--- src/rtl/chunked_addsub_if.sv ---
// rtl/chunked_addsub_if.sv - operand/result handshake bundle for chunked_addsub
interface chunked_addsub_if #(
    parameter int N = 32
);
    logic         in_valid;
    logic         in_ready;
    logic [N-1:0] a;
    logic [N-1:0] b;
    logic         sub;
    logic         c_in;
    logic         out_valid;
    logic         out_ready;
    logic [N-1:0] result;
    logic         c_out;
    logic         ovf;
    logic         zero;

    modport master (
        output in_valid, a, b, sub, c_in, out_ready,
        input  in_ready, out_valid, result, c_out, ovf, zero
    );

    modport slave (
        input  in_valid, a, b, sub, c_in, out_ready,
        output in_ready, out_valid, result, c_out, ovf, zero
    );
endinterface

--- src/rtl/chunked_addsub.sv ---
// rtl/chunked_addsub.sv - multi-cycle adder/subtractor, K bits per cycle
module chunked_addsub #(
    parameter int N = 32,
    parameter int K = 8
) (
    input  logic           clk,
    input  logic           rst,
    chunked_addsub_if.slave bus
);
    localparam int CHUNKS = N / K;
    localparam int IDX_W  = (CHUNKS > 1) ? $clog2(CHUNKS) : 1;
    localparam logic [IDX_W-1:0] LAST_IDX = IDX_W'(CHUNKS - 1);

    if ((N % K) != 0) begin : g_bad_k
        $error("chunked_addsub: N must be a multiple of K");
    end

    typedef enum logic [1:0] {
        IDLE = 2'd0,
        BUSY = 2'd1,
        DONE = 2'd2
    } state_t;

    state_t           state, state_next;
    logic [N-1:0]     a_q, b_q, result_q, result_next;
    logic             carry_q;
    logic [IDX_W-1:0] idx;
    logic             c_out_q, ovf_q, zero_q;
    logic [K-1:0]     a_chunk, b_chunk;
    logic [K:0]       chunk_sum;
    logic             carry_into_msb;
    logic             last_chunk;

    always_ff @(posedge clk) begin
        if (rst) begin
            state <= IDLE;
        end else begin
            state <= state_next;
        end
    end

    always_comb begin
        state_next = state;
        case (state)
            IDLE:    if (bus.in_valid)  state_next = BUSY;
            BUSY:    if (last_chunk)    state_next = DONE;
            DONE:    if (bus.out_ready) state_next = IDLE;
            default:                    state_next = IDLE;
        endcase
    end

    always_comb begin
        bus.in_ready  = (state == IDLE);
        bus.out_valid = (state == DONE);
    end

    // b is stored already inverted for subtract, so the chunk adder never sees the mode bit
    always_comb begin
        a_chunk        = a_q[idx*K +: K];
        b_chunk        = b_q[idx*K +: K];
        chunk_sum      = {1'b0, a_chunk} + {1'b0, b_chunk} + {{K{1'b0}}, carry_q};
        carry_into_msb = chunk_sum[K-1] ^ a_chunk[K-1] ^ b_chunk[K-1];
        last_chunk     = (idx == LAST_IDX);
        result_next    = result_q;
        result_next[idx*K +: K] = chunk_sum[K-1:0];
    end

    always_ff @(posedge clk) begin
        if (rst) begin
            a_q      <= '0;
            b_q      <= '0;
            carry_q  <= 1'b0;
            idx      <= '0;
            result_q <= '0;
            c_out_q  <= 1'b0;
            ovf_q    <= 1'b0;
            zero_q   <= 1'b0;
        end else begin
            case (state)
                IDLE: begin
                    if (bus.in_valid) begin
                        a_q     <= bus.a;
                        b_q     <= bus.sub ? ~bus.b : bus.b;
                        carry_q <= bus.c_in;
                        idx     <= '0;
                    end
                end
                BUSY: begin
                    result_q <= result_next;
                    carry_q  <= chunk_sum[K];
                    idx      <= idx + 1'b1;
                    if (last_chunk) begin
                        c_out_q <= chunk_sum[K];
                        ovf_q   <= chunk_sum[K] ^ carry_into_msb;
                        zero_q  <= (result_next == '0);
                    end
                end
                default: ;
            endcase
        end
    end

    assign bus.result = result_q;
    assign bus.c_out  = c_out_q;
    assign bus.ovf    = ovf_q;
    assign bus.zero   = zero_q;
endmodule

--- src/flat_wrapper.sv ---
// flat-port wrapper written by rule: the top's interface ports become plain ports
module chunked_addsub_flat 
#(
    parameter int N = 32,
    parameter int K = 8
)
  (clk, rst, bus_in_valid, bus_a, bus_b, bus_sub, bus_c_in, bus_out_ready, bus_in_ready, bus_out_valid, bus_result, bus_c_out, bus_ovf, bus_zero);
  chunked_addsub_if #(.N(N)) bus_i ();
  input  logic clk;
  input  logic rst;
  input wire logic [$bits(bus_i.in_valid)-1:0] bus_in_valid;
  input wire logic [$bits(bus_i.a)-1:0] bus_a;
  input wire logic [$bits(bus_i.b)-1:0] bus_b;
  input wire logic [$bits(bus_i.sub)-1:0] bus_sub;
  input wire logic [$bits(bus_i.c_in)-1:0] bus_c_in;
  input wire logic [$bits(bus_i.out_ready)-1:0] bus_out_ready;
  output wire logic [$bits(bus_i.in_ready)-1:0] bus_in_ready;
  output wire logic [$bits(bus_i.out_valid)-1:0] bus_out_valid;
  output wire logic [$bits(bus_i.result)-1:0] bus_result;
  output wire logic [$bits(bus_i.c_out)-1:0] bus_c_out;
  output wire logic [$bits(bus_i.ovf)-1:0] bus_ovf;
  output wire logic [$bits(bus_i.zero)-1:0] bus_zero;
  assign bus_i.in_valid = bus_in_valid;
  assign bus_i.a = bus_a;
  assign bus_i.b = bus_b;
  assign bus_i.sub = bus_sub;
  assign bus_i.c_in = bus_c_in;
  assign bus_i.out_ready = bus_out_ready;
  assign bus_in_ready = bus_i.in_ready;
  assign bus_out_valid = bus_i.out_valid;
  assign bus_result = bus_i.result;
  assign bus_c_out = bus_i.c_out;
  assign bus_ovf = bus_i.ovf;
  assign bus_zero = bus_i.zero;
  chunked_addsub #(.N(N), .K(K)) u_core (.clk(clk), .rst(rst), .bus(bus_i));
endmodule
--- config.mk ---
export PLATFORM = sky130hd
export DESIGN_NAME = chunked_addsub_flat
export DESIGN_NICKNAME = d
export VERILOG_FILES = /design/src/rtl/chunked_addsub_if.sv /design/src/rtl/chunked_addsub.sv /design/src/flat_wrapper.sv
export SDC_FILE = /design/constraint.sdc
export NUM_CORES = 1
export LEC_CHECK = 0
export BUFFER_PORTS_ARGS = -buffer_cell sky130_fd_sc_hd__clkbuf_2
export CAP_MARGIN = 0
export CORE_MARGIN = 5
export CORE_UTILIZATION = 55
export CTS_CLUSTER_DIAMETER = 80
export DETAILED_ROUTE_END_ITERATION = 12
export GPL_TIMING_DRIVEN = 0
export PLACE_DENSITY = 0.76
export SLEW_MARGIN = 20
export SYNTH_ARGS = -nofsm -noshare
export SYNTH_HDL_FRONTEND = slang
export SYNTH_SLANG_ARGS = --single-unit
export TNS_END_PERCENT = 100
--- constraint.sdc ---
create_clock -name clk -period 7.85 [get_ports clk]
set_input_delay 0.3925 -clock clk [delete_from_list [all_inputs] [get_ports clk]]
set_output_delay 0.3925 -clock clk [all_outputs]
set_load 0.05 [all_outputs]
Word-level counts from Yosys, hierarchy flattened --
Index checks and enable logic that the tools add are counted.
Word-level totals: output and inout port bits 37, word-level logic and storage cells 44, latch bits 0, memory bits (read-only) 0, input bits 70, memories 0, register bits 104, bits in writable memories 0
Cells by class: multiply operators 0, multiplexer cells 10, shifts and indexed selects 4, div/mod/pow operators 0, bitwise logic cells 4, order comparisons 0, $add $sub $neg 4, equality and inequality tests 6, reductions and logical operators 7
Operators with widths (count):
- variable part select 32 x 6 -> 8 bit | 2
- negator 5 -> 34 bit | 1
- variable shift 8 x 34 -> 32 bit (first input constant) | 1
- variable part select 8 x 34 -> 32 bit | 1
- bitwise mux 32 bit | 1
- zero test 32 bit | 1
- 2-to-1 mux 32 bit | 1
- inverter 32 bit | 1
- adder 8 x 8 -> 9 bit | 1
- adder 9 x 1 -> 9 bit | 1
- 2-to-1 mux 2 bit | 4
- one-hot mux 2 bit (3 select lines) | 1
- AND reduction 2 bit | 3
- == test 2 bit (second input constant) | 2
- inequality test 2 bit (second input constant) | 2
- one-hot mux 2 bit (2 select lines) | 1
- AND reduction 3 bit | 1
- bitwise XOR 1 bit | 3
- adder 2 x 1 -> 2 bit (second input constant) | 1
- == test 2 x 1 -> 1 bit (second input constant) | 1
- zero test 2 bit | 1
- inequality test 2 x 1 -> 1 bit (second input constant) | 1
- one-hot mux 1 bit (2 select lines) | 1
- nonzero test 2 bit | 1
- 2-to-1 mux 1 bit | 1

Logic depth before layout (Yosys ltp) --
depth after elaboration 6, mapped depth 11, mapped depth without buffers 9

Worst setup path after synthesis --
OpenSTA, ideal clock, no wires.
path type register to register, start point register u_core.idx[0], end point register u_core.zero_q (netlist: u_core.bus.zero), arrival 3.493 ns, setup slack 4.273 ns, cell stages (with the launch flop) 12, setup time 0.084 ns, data required time 7.766 ns, buffers on the path 2, period minus slack after synthesis 3.577 ns, cells stage by stage dfxtp_1 buf_2 buf_2 mux4_2 fa_1 fa_1 xor2_1 a21o_1 a211oi_1 nand4b_1 a2111o_1 o31ai_2
Between the ends: cells in the longest elaborated chain, start to end 6
RTL lines:
- start, declared | RTL line chunked_addsub.sv:27 | logic [IDX_W-1:0] idx;
- start signal, assigned | RTL line chunked_addsub.sv:91 | idx <= idx + 1'b1;
- variable part select 32 x 6 -> 8 bit, on equally long branches | RTL line chunked_addsub.sv:59, chunked_addsub.sv:60
- adder 8 x 8 -> 9 bit | RTL line chunked_addsub.sv:61 | chunk_sum = {1'b0, a_chunk} + {1'b0, b_chunk} + {{K{1'b0}}, carry_q};
- adder 9 x 1 -> 9 bit | RTL line chunked_addsub.sv:61
- variable part select 8 x 34 -> 32 bit | RTL line chunked_addsub.sv:65 | result_next[idx*K +: K] = chunk_sum[K-1:0];
- bitwise mux 32 bit | RTL line chunked_addsub.sv:65
- zero test 32 bit | RTL line chunked_addsub.sv:95 | zero_q <= (result_next == '0);
- end signal, assigned | RTL line chunked_addsub.sv:95
- end, declared | RTL line chunked_addsub.sv:28 | logic c_out_q, ovf_q, zero_q;
Parallel ways exist; a longest one is shown, timed or not. A chain may end at the register's enable or synchronous reset.

Final worst setup path --
Same ends and word-level chain as after synthesis.

==> results.toml <==
[logic_synthesis]
synth_cell_type_count = 47
syn_area_per_cell_um2 = 8.989
syn-cell-area_um2 = 4980
ys.flop_type = "sky130_fd_sc_hd__dfxtp_1"
yosysWarningCount = 0
mappedNetlistNets = 639
ys_seq_elements = 104
async_set_reset_flop_share_out_of_synthesis_pct = 0
synth.yosys.seq_area_share_pct = 41.81
gate_count_of_the_mapped_netlist = 554
synth_enable_flop_cells = 0

[sta]
timing.max_slew.rel_slack_pct = 50.71
timing.final.crit_share_pct = 52.47
post-route-min-period_ps = 4119
fmax_mhz = 242.8
fin_tns_setup_ps = 0
worstMarginPinSlew_ps = 734.0
finalSetupViolCount = 0
grt_setup_unrepaired = "false"
drv_slew = 0
fin_worst_skew_ps = 11.64
final.setup.worst_slack_ps = 3731
timing.final.hold_violations = 0

[cts]
holdBufCountCts = 0
cts.path.max_buffers = 2
cts.repair.resized = 0
tritoncts = "done"
clk_latency_ps = 370
post_cts_buffers = 0
cts_inserted_buffers = 9
numClockSinks = 104
cts.clk_slew.worst_paths_ps = 100
h-tree-depth = 3
clock_root_buffer = "sky130_fd_sc_hd__clkbuf_8"

[global_route]
grt_start_max_net_pins = 18
grt_first_pass_wirelength_mm = 21.85
grt.total_usage_pct = 24.06
first_global_vias = 4362
antenna_found_initial = 0
globalRouteOverflowTotal = 0

[placement]
portBuffers = 104
post-dp-hpwl_mm = 10.16
detailedPlace.worstSlack_ps = 3765
globalplace.congestion = 0.9388

[route]
wl_mm = 13.23
vias_per_cell = 5.806
drtPass1Iterations = 5
wire_per_inst_um = 16.91
route.vias.total = 4540
detailedRoute.firstIterationViolations = 314
drt_drc_violations_left = 0
antenna_left = 0

[setup_path]
cpLargestDelayFamily = "compound AO/OA/AOI/OAI gates"
critPathMaxFanout = 10
timing.critical_path.slowest_stage_cell = "sky130_fd_sc_hd__mux4_2"
critical_path_buf_inv_count = 2
cpPeakStageDelay_ps = 590
timing.critical_path.required_ps = 8130
setup.worst_path.end_class = "register"
setup.worst_path.class = "register to register"
worst-endpoint-arrival_ps = 4400
worst_setup_path_start_kind = "register"
crit_path_cell_trace = "buf_2, buf_2, mux4_2, fa_1, fa_1, xor2_1, a21o_1, a211oi_1, nand4b_1, a2111o_1, o31ai_2"

[cells_and_area]
seqCellArea_um2 = 2082
layout-drive-gt1-share_pct = 22.40
mostFrequentLayoutCells = "sky130_fd_sc_hd__clkbuf_2, sky130_fd_sc_hd__dfxtp_1, sky130_fd_sc_hd__nor2_1"
diode_insertion_count_for_antenna_repair = 0
multi_input_comb_area_um2 = 2709
nFillCells = 746
final_net_count = 754
p_r_area_growth_vs_syn_pct = 16.58

[die]
initial_core_util_pct = 56.82
die_boundary_width_um = 105.2
floorplan.rows = 34
die_area_um2 = 11060
pin_count = 107
core_area_um2 = 8763
die_height_um = 105.2

[power_and_ir_drop]
peakVddDrop_mv = 0.1208
pd_cells_nw_per_um2 = 191.2
power.static_leakage_nw = 2.319

[min_path]
hold_path.class = "primary input to register"

[flow_run]
drv.max_cap_violation_count = 0

[outcome]
run_status = "finished, final reports clean"
layout make-up:
class / count / area share, %
multi-input combinational: 403 / 46.66
sequential: 104 / 35.86
timing repair buffer: 104 / 8.966
buffer: 39 / 2.737
tap: 108 / 2.328
clock buffer: 9 / 2.134
clock inverter: 7 / 0.7974
inverter: 8 / 0.5172
flip-flops by register name, summed over array words and instances, names as in the netlist:
name,count
u_core.bus.ovf,1
u_core.b_q,32
u_core.a_q,32
u_core.state,2
u_core.carry_q,1
u_core.bus.c_out,1
u_core.bus.zero,1
u_core.idx,2
u_core.bus.result,32
worst paths after layout:
path	start	end	slack, ps	cells after the start
max reg2reg	u_core.idx[0]	u_core.bus.zero	3730	11
min	bus_a[22]	u_core.a_q[22]	240	3
max	u_core.idx[0]	u_core.bus.zero	3730	11
min reg2reg	u_core.a_q[21]	u_core.a_q[21]	460	2
worst register-to-register path, delay by kind of cell (launching register included):
kind            cells  cell delay [ps]
fa+ha+maj           2              900
simple gates        1              140
xor+xnor            1              280
flops               1              390
compound gates      4             1160
mux                 1              590
buf+inv             2              590
metrics by stage:
step / total power [W] / area [um^2] / std cells / utilization, % / hold WS, ps
after detailed placement: 0.0008167 / 5635 / 766 / 64.31 / 445.5
after CTS: 0.001112 / 5806 / 782 / 66.25 / 228.9
final: 0.001110 / 5806 / 782 / 66.25 / 236.7
after global placement: 0.0008105 / 5635 / 766 / 64.31 / 440.1
after global routing: 0.001160 / 5806 / 782 / 66.25 / 230.7
after floorplan: 0.0007408 / 4980 / 554 / - / 433.1
report_power, final:
part | switching, W | total (W) | internal [W]
Combinational | 0.000144 | 0.000235 | 0.0000912
Sequential | 0.0000172 | 0.000572 | 0.000555
Clock | 0.000186 | 0.000303 | 0.000116
Total | 0.000347 | 0.00111 | 0.000762
synth_stat cells, types with 2 or more instances:
master | count | area [um^2]
sky130_fd_sc_hd__ha_1 | 13 | 162.7
sky130_fd_sc_hd__nor2_1 | 83 | 311.6
sky130_fd_sc_hd__xor2_1 | 3 | 26.28
sky130_fd_sc_hd__o21a_1 | 2 | 15.01
sky130_fd_sc_hd__clkbuf_1 | 31 | 116.4
sky130_fd_sc_hd__fa_1 | 2 | 40.04
sky130_fd_sc_hd__a21oi_1 | 47 | 235.2
sky130_fd_sc_hd__nand3b_1 | 4 | 30.03
sky130_fd_sc_hd__buf_1 | 2 | 7.510
sky130_fd_sc_hd__nand3_1 | 2 | 10.01
sky130_fd_sc_hd__and3_4 | 2 | 22.52
sky130_fd_sc_hd__a211oi_1 | 35 | 262.8
sky130_fd_sc_hd__mux4_2 | 16 | 360.4
sky130_fd_sc_hd__mux2i_1 | 3 | 30.03
sky130_fd_sc_hd__xnor2_1 | 36 | 315.3
sky130_fd_sc_hd__nor2b_1 | 3 | 18.77
sky130_fd_sc_hd__dfxtp_1 | 104 | 2082
sky130_fd_sc_hd__and3_1 | 2 | 12.51
sky130_fd_sc_hd__and2_1 | 4 | 25.02
sky130_fd_sc_hd__nand2_1 | 77 | 289.0
sky130_fd_sc_hd__nand2b_1 | 3 | 18.77
sky130_fd_sc_hd__a22oi_1 | 32 | 240.2
sky130_fd_sc_hd__nor3_1 | 9 | 45.04
sky130_fd_sc_hd__a21o_1 | 2 | 15.01
sky130_fd_sc_hd__nor4_1 | 5 | 31.28
sky130_fd_sc_hd__buf_2 | 4 | 20.02
sky130_fd_sc_hd__inv_1 | 7 | 26.28
sky130_fd_sc_hd__buf_4 | 2 | 15.01
cells by family (layout without fill, tap and decap cells):
logic type                 count (synthesis)  count (layout)  share of synthesized area [%]
and+or+nand+nor                          201             201                          17.76
AOI/OAI and AO/OA                        129             129                          17.86
DFF                                      104             104                          41.81
buffers and inverters                     47             167                          3.794
xor gates and xnor gates                  39              39                          6.859
muxes                                     19              19                          7.839
adders and majority gates                 15              15                          4.070
layer usage:
| metal | wire length (um) | share of wire [%] | global-route usage (%) |
|---|---|---|---|
| met1 | 5780 | 44 | 33.42 |
| met2 | 6132 | 46 | 38.04 |
| met3 | 1095 | 8.3 | 5.240 |
| met4 | 219 | 1.7 | 6.393 |
| met5 | 0 | 0 | 0 |
(Power assumes the default switching activity.)
